==> config.mk <==
export PLATFORM = sky130hd
export DESIGN_NAME = wishbone_sram_bridge
export DESIGN_NICKNAME = d
export VERILOG_FILES = /design/src/rtl/wishbone_sram_bridge.sv
export SDC_FILE = /design/constraint.sdc
export NUM_CORES = 1
export LEC_CHECK = 0
export ABC_AREA = 1
export ABC_CLOCK_PERIOD_IN_PS = 3310
export BUFFER_PORTS_ARGS = -buffer_cell sky130_fd_sc_hd__buf_4
export CAP_MARGIN = 20
export CORE_MARGIN = 2
export CORE_UTILIZATION = 51
export CTS_BUF_LIST = sky130_fd_sc_hd__clkbuf_8
export DETAILED_ROUTE_END_ITERATION = 8
export GPL_TIMING_DRIVEN = 0
export PLACE_DENSITY = 0.88
export SYNTH_ARGS = -nofsm -noshare
export SYNTH_HDL_FRONTEND = slang
export SYNTH_SLANG_ARGS = --single-unit
==> constraint.sdc <==
create_clock -name wb_clk_i -period 3.31 [get_ports wb_clk_i]
set_clock_uncertainty 0.15 [all_clocks]
set_input_delay 0.662 -clock wb_clk_i [delete_from_list [all_inputs] [get_ports wb_clk_i]]
set_output_delay 0.662 -clock wb_clk_i [all_outputs]
set_load 0.005 [all_outputs]
==> src/rtl/wishbone_sram_bridge.sv <==
// Wishbone-classic slave bridging the user bus to one OpenRAM macro (RW port 0, R port 1).
// Registered SRAM control, programmable read-capture latency and a sticky out-of-range flag.
//
// state    | meaning
// ---------+-----------------------------------------------------------
// S_IDLE   | waiting for a request; decodes range and selects the port
// S_ACCESS | SRAM control registers asserted, macro samples at exit edge
// S_WAIT   | read latency countdown, captures dout when counter is zero
// S_ACK    | one-cycle acknowledge back to the bus
module wishbone_sram_bridge #(
    parameter logic [31:0] BASE_ADDR    = 32'h3000_0000,
    parameter int          ADDR_WIDTH   = 8,
    parameter int          NUM_ROWS     = 256,
    parameter int          MODE         = 1,
    parameter int          READ_LATENCY = 1
) (
    input  logic                  wb_clk_i,
    input  logic                  wb_rst_ni,
    input  logic                  wbs_stb_i,
    input  logic                  wbs_cyc_i,
    input  logic                  wbs_we_i,
    input  logic [3:0]            wbs_sel_i,
    input  logic [31:0]           wbs_adr_i,
    input  logic [31:0]           wbs_dat_i,
    output logic                  wbs_ack_o,
    output logic [31:0]           wbs_dat_o,
    output logic                  oor_o,
    output logic                  ram_clk0,
    output logic                  ram_csb0,
    output logic                  ram_web0,
    output logic [3:0]            ram_wmask0,
    output logic [ADDR_WIDTH-1:0] ram_addr0,
    output logic [31:0]           ram_dout0,
    input  logic [31:0]           ram_din0,
    output logic                  ram_clk1,
    output logic                  ram_csb1,
    output logic [ADDR_WIDTH-1:0] ram_addr1,
    input  logic [31:0]           ram_din1
);

    typedef enum logic [1:0] {S_IDLE, S_ACCESS, S_WAIT, S_ACK} state_t;

    localparam int                  TAG_LSB  = ADDR_WIDTH + 2;
    localparam int                  HALF_I   = NUM_ROWS / 2;
    localparam int                  LAT_I    = READ_LATENCY - 1;
    localparam logic [ADDR_WIDTH:0] ROWS     = NUM_ROWS[ADDR_WIDTH:0];
    localparam logic [ADDR_WIDTH:0] HALF     = HALF_I[ADDR_WIDTH:0];
    localparam logic [1:0]          LAT_INIT = LAT_I[1:0];

    state_t                  state_q, state_d;
    logic [1:0]              cnt_q, cnt_d;
    logic                    port1_q, port1_d;
    logic                    we_q, we_d;
    logic                    csb0_d, csb1_d, web0_d, ack_d, oor_d;
    logic [3:0]              wmask0_d;
    logic [ADDR_WIDTH-1:0]   addr0_d, addr1_d;
    logic [31:0]             dout0_d, dat_d;

    logic                    req, tag_hit, in_range, rd_port1;
    logic [ADDR_WIDTH-1:0]   word;
    logic                    unused_adr;

    assign ram_clk0   = wb_clk_i;
    assign ram_clk1   = wb_clk_i;
    assign unused_adr = ^wbs_adr_i[1:0];

    assign req      = wbs_stb_i & wbs_cyc_i;
    assign word     = wbs_adr_i[ADDR_WIDTH+1:2];
    assign tag_hit  = (wbs_adr_i[31:TAG_LSB] == BASE_ADDR[31:TAG_LSB]);
    assign in_range = tag_hit && ({1'b0, word} < ROWS);

    always_comb begin
        rd_port1 = 1'b0;
        if (MODE == 1) begin
            rd_port1 = ({1'b0, word} >= HALF);
        end else if (MODE == 2) begin
            rd_port1 = word[0];
        end
    end

    always_ff @(posedge wb_clk_i) begin
        if (!wb_rst_ni) begin
            state_q    <= S_IDLE;
            cnt_q      <= '0;
            port1_q    <= 1'b0;
            we_q       <= 1'b0;
            ram_csb0   <= 1'b1;
            ram_csb1   <= 1'b1;
            ram_web0   <= 1'b1;
            ram_wmask0 <= '0;
            ram_addr0  <= '0;
            ram_addr1  <= '0;
            ram_dout0  <= '0;
            wbs_ack_o  <= 1'b0;
            wbs_dat_o  <= '0;
            oor_o      <= 1'b0;
        end else begin
            state_q    <= state_d;
            cnt_q      <= cnt_d;
            port1_q    <= port1_d;
            we_q       <= we_d;
            ram_csb0   <= csb0_d;
            ram_csb1   <= csb1_d;
            ram_web0   <= web0_d;
            ram_wmask0 <= wmask0_d;
            ram_addr0  <= addr0_d;
            ram_addr1  <= addr1_d;
            ram_dout0  <= dout0_d;
            wbs_ack_o  <= ack_d;
            wbs_dat_o  <= dat_d;
            oor_o      <= oor_d;
        end
    end

    // Chip selects default high so every access asserts csb for exactly one cycle.
    always_comb begin
        state_d  = state_q;
        cnt_d    = cnt_q;
        port1_d  = port1_q;
        we_d     = we_q;
        csb0_d   = 1'b1;
        csb1_d   = 1'b1;
        web0_d   = 1'b1;
        wmask0_d = ram_wmask0;
        addr0_d  = ram_addr0;
        addr1_d  = ram_addr1;
        dout0_d  = ram_dout0;
        ack_d    = 1'b0;
        dat_d    = wbs_dat_o;
        oor_d    = oor_o;
        case (state_q)
            S_IDLE: begin
                if (req && in_range) begin
                    we_d    = wbs_we_i;
                    state_d = S_ACCESS;
                    if (wbs_we_i) begin
                        port1_d  = 1'b0;
                        csb0_d   = 1'b0;
                        web0_d   = 1'b0;
                        wmask0_d = wbs_sel_i;
                        addr0_d  = word;
                        dout0_d  = wbs_dat_i;
                    end else begin
                        port1_d = rd_port1;
                        if (rd_port1) begin
                            csb1_d  = 1'b0;
                            addr1_d = word;
                        end else begin
                            csb0_d   = 1'b0;
                            wmask0_d = '0;
                            addr0_d  = word;
                        end
                    end
                end else if (req) begin
                    oor_d   = 1'b1;
                    dat_d   = '0;
                    ack_d   = 1'b1;
                    state_d = S_ACK;
                end
            end
            S_ACCESS: begin
                if (!wbs_cyc_i) begin
                    state_d = S_IDLE;
                end else if (we_q) begin
                    ack_d   = 1'b1;
                    state_d = S_ACK;
                end else begin
                    cnt_d   = LAT_INIT;
                    state_d = S_WAIT;
                end
            end
            S_WAIT: begin
                if (!wbs_cyc_i) begin
                    state_d = S_IDLE;
                end else if (cnt_q != 2'd0) begin
                    cnt_d = cnt_q - 2'd1;
                end else begin
                    dat_d   = port1_q ? ram_din1 : ram_din0;
                    ack_d   = 1'b1;
                    state_d = S_ACK;
                end
            end
            S_ACK: begin
                state_d = S_IDLE;
            end
            default: begin
                state_d = S_IDLE;
            end
        endcase
    end

endmodule

# After elaboration in Yosys (flattened, before gate mapping)
# Cells that the tools add are included.
[classes]
addsub = 1
n_mux = 34
n_lt_le_gt_ge = 1
n_reduce_logical = 15
eq_ne = 14
n_bitwise = 5
[ops]
columns = ["operator", "count"]
rows = [
  ["32-bit 2-to-1 mux", 5],
  ["32-bit case mux with 2 select lines", 1],
  ["22-bit by 20-bit == test with 1-bit output, second input constant", 1],
  ["2-bit 2-to-1 mux", 9],
  ["8-bit 2-to-1 mux", 2],
  ["2-bit != test, second input constant", 8],
  ["1-bit 2-to-1 mux", 12],
  ["3-bit AND reduction", 4],
  ["5-bit AND reduction", 2],
  ["8-bit greater-or-equal comparator, second input constant", 1],
  ["4-bit 2-to-1 mux", 2],
  ["2-bit case mux with 4 select lines", 1],
  ["3-bit != test, second input constant", 2],
  ["2-bit nonzero test", 3],
  ["2-bit == test, second input constant", 2],
  ["1-bit NOT", 4],
  ["2-bit case mux with 2 select lines", 1],
  ["2-bit AND reduction", 2],
  ["4-bit AND reduction", 1],
  ["4-bit OR reduction", 1],
  ["1-bit case mux with 3 select lines", 1],
  ["2-bit by 1-bit == test with 1-bit output, second input constant", 1],
  ["2-bit logical NOT", 1],
  ["2-bit by 1-bit subtractor with 2-bit output, second input constant", 1],
  ["2 further kinds", 2],
]
[word_totals]
word_cells = 84
ff_bits = 95
out_inout_bits = 91

# Longest topological paths before layout
[depth]
word_depth = 4
mapped_depth = 11
depth_no_buf = 10

==> metrics.csv <==
stage,metric,value,unit
run_status,status,completed,
hold_path,hp-start,wbs_adr_i[3],
layout,drive_above_1_share,30.24,%
yosys,synth_area_leader_cell,dfxtp_1,
yosys,syn_inst,681,
placed_design,dp_slack,0.6188,ns
floorplanning,start_util,52.35,%
placed_design,dp_cells,1014,
worst_setup_path,slowest_delay,0.13,ns
layout,syn_to_final_growth,45.46,%
global_routing,grt_max_degree,19,
yosys,synth_compound_area_share,8.824,%
worst_setup_path,cp_slowest_cell,buf_4,
worst_setup_path,rrSetupSlack,1.39,ns
clock_network,cts_resized,0,
yosys,yosys.area_share.simple,37.57,%
yosys,synth_seq_cells,95,
yosys,synth_top_family_by_area,simple AND/OR/NAND/NOR gates,
power_and_ir_drop,ir_drop,0.0004588,V
yosys,synth_mux_area_share,0,%
worst_setup_path,path_cells,clkbuf_8 -> clkbuf_8 -> buf_4 -> buf_4,
floorplanning,ios,228,
layout,instances_no_fill,1034,
placed_design,dpl.hpwl,11220,µm
clock_network,clkLatencyLatePin,0.47,ns
worst_setup_path,worst_ep_arrival_time,2.13,ns
global_routing,grtUsageTotal,28.79,%
timing,worstMarginPinSlew,0.5461,ns
timing,setup-tns-final,0,ns
clock_network,cts_hold_buf,0,
timing,worst_slew_margin_rel,63.59,%
power_and_ir_drop,leakagePower,3.312,nW
detailed_routing,drt_iter0_markers,208,
worst_setup_path,ff2ff_path_depth,10,
timing,setup_slack,0.3658,ns
global_routing,antenna_found_initial,0,
worst_setup_path,r2r_end,wbs_dat_o[5],
worst_setup_path,start_kind,clock port,
run,drv_cap,0,
hold_path,worstHoldPathType,in2reg,
timing,drv_slew,0,
worst_setup_path,r2r-start,state_q[0],
global_routing,gr-total-overflow,0,
global_routing,grt_pass1_wl,22830,µm
detailed_routing,vias,5227,
yosys,synth.distinct_cells,28,
timing,finalHoldViolCount,0,
detailed_routing,avgViaCountPerCell,5.055,
worst_setup_path,critical_path_class,clk2out,
yosys,synth_area_leaders,"dfxtp_1 (42%), nor2_1 (16%), nand2_1 (9.9%)",
hold_path,hold_path_depth,3,
floorplanning,core.rowCount,34,
power_and_ir_drop,fin_total_pwr,3.384,mW
yosys,yosys.area_share.xor_xnor,0,%
floorplanning,die_w,98.62,µm
yosys,synthAdderAreaFrac,1.370,%
layout,final_util,76.15,%
detailed_routing,wl,14350,µm
clock_network,clkTransAtPathRegs,0.10,ns
clock_network,cts_tree,built,
yosys,syn_area,4566,µm²
yosys,syn-num-nets,823,
floorplanning,fp.dieArea,9725,µm²
hold_path,min_to,ram_addr0[1],
detailed_routing,wire_per_inst,13.88,µm
yosys,ys_warn_count,0,
worst_setup_path,critPathCaptureType,output pin,
clock_network,post-cts-setup-buffer-count,0,
yosys,synth_top_area_share,41.66,%
timing,setup_viol,0,
worst_setup_path,cp_max_fo,2,
power_and_ir_drop,power.density,509.5,nW/µm²
yosys,synth_seq_area_share,41.66,%
yosys,syn_avg_cell_area,6.704,µm²
detailed_routing,first_pass_iters,5,
worst_setup_path,path_buf_inv,4,
detailed_routing,ant_nets,0,
layout,diodes,0,
placed_design,gp_congestion,0.8962,
detailed_routing,drc,0,
worst_setup_path,worstPathRequired,2.50,ns
timing,rsz0062_at_grt,false,
floorplanning,core_area,8721,µm²
global_routing,grt_pass1_vias,5051,
layout,nFillCells,677,
placed_design,io_buffer_count,225,
floorplanning,die_y,98.62,µm
layout,nNetsFinal,1063,
worst_setup_path,cp_top_family,buffers and inverters,
[sequential cells by signal, indices dropped and copies added (netlist names)]
signal	count
oor_o	1
cnt_q	2
wbs_ack_o	1
ram_csb1	1
port1_q	1
wbs_dat_o	32
ram_dout0	32
ram_csb0	1
state_q	2
we_q	1
ram_web0	1
ram_addr1	8
ram_wmask0	4
ram_addr0	8
[synth_stat cells, drive strengths merged]
cell type and instances:
a211oi 1, nor2 199, ha 5, o21ai 47
clkinv 1, a21o 1, buf 19, or2 1
clkbuf 26, a21oi 29, nand2 122, nand4 51
dfxtp 95, inv 61, nand3 22, a21boi 1
[worst max-delay path by stage]
stage / startpoint / to / cells after the start
2_1_floorplan: wb_clk_i / ram_clk0 / 1
3_3_place_gp: wb_clk_i / ram_clk0 / 2
3_5_place_dp: wb_clk_i / ram_clk0 / 2
4_1_cts: wb_clk_i / ram_clk0 / 4
5_1_grt: wb_clk_i / ram_clk1 / 4
6_report: wb_clk_i / ram_clk1 / 4
[worst reg2reg max path: stages (launching register included)]
cell     delay [ns]
dfxtp_1        0.36
inv_1          0.09
ha_1           0.31
inv_2          0.08
o21ai_1        0.12
nand2_1        0.06
inv_1          0.06
nand2_2        0.10
buf_2          0.19
o21ai_0        0.21
nor2_1         0.07
[per-layer routing]
layer / share of wire (%) / track usage (%) / vias to the layer above
li1: - / - / 2640
met1: 38 / 32.16 / 2318
met2: 49 / 51.07 / 242
met3: 11 / 9.433 / 27
met4: 2.1 / 10.64 / 0
met5: 0 / 0 / -
[logic make-up after synthesis]
kind of cell,Yosys count
flip-flops,95
AND/OR/NAND/NOR,395
adder cells (fa/ha/maj),5
AO/OA/AOI/OAI,79
buffers and inverters,107
[cell type report]
class / count / area, µm² / area share [%]
clock inverters: 6 / 58.81 / 0.8855
multi-input cells: 479 / 2181 / 32.84
plain buffers: 45 / 250.2 / 3.768
flip-flops and latches: 95 / 1902 / 28.64
repair buffers: 223 / 1674 / 25.21
clock buffers: 16 / 207.7 / 3.127
well taps: 108 / 135.1 / 2.035
inverters: 62 / 232.7 / 3.504
[report_power, final]
part | switching, mW | leakage, nW | internal, mW
Combinational | 0.599 | 2.40 | 0.486
Clock | 0.493 | 0.147 | 0.474
Sequential | 0.0681 | 0.769 | 1.26
Total | 1.16 | 3.31 | 2.22
[cell usage in the layout (no fill, tap or decap), types with 2 or more instances in the layout]
| cell type | n |
|---|---|
| inv_1 | 58 |
| nand4_1 | 49 |
| buf_6 | 7 |
| buf_4 | 231 |
| nor2_4 | 2 |
| clkbuf_1 | 26 |
| buf_2 | 5 |
| nor2_1 | 191 |
| nor2_2 | 5 |
| dfxtp_1 | 95 |
| ha_1 | 5 |
| inv_8 | 3 |
| o21ai_0 | 45 |
| nand2_2 | 2 |
| inv_2 | 3 |
| o21ai_1 | 2 |
| nand3_1 | 21 |
| a21oi_1 | 29 |
| nand2_1 | 120 |
| clkbuf_8 | 14 |
[metrics by stage]
step,instance area (µm²),hold slack [ns]
finish,6641,0.2790
global route,6641,0.2756
CTS,6641,0.2673
detailed placement,6390,0.3045
global placement,6390,0.2813
floorplan,4566,0.2834
(Power assumes the default switching activity.)
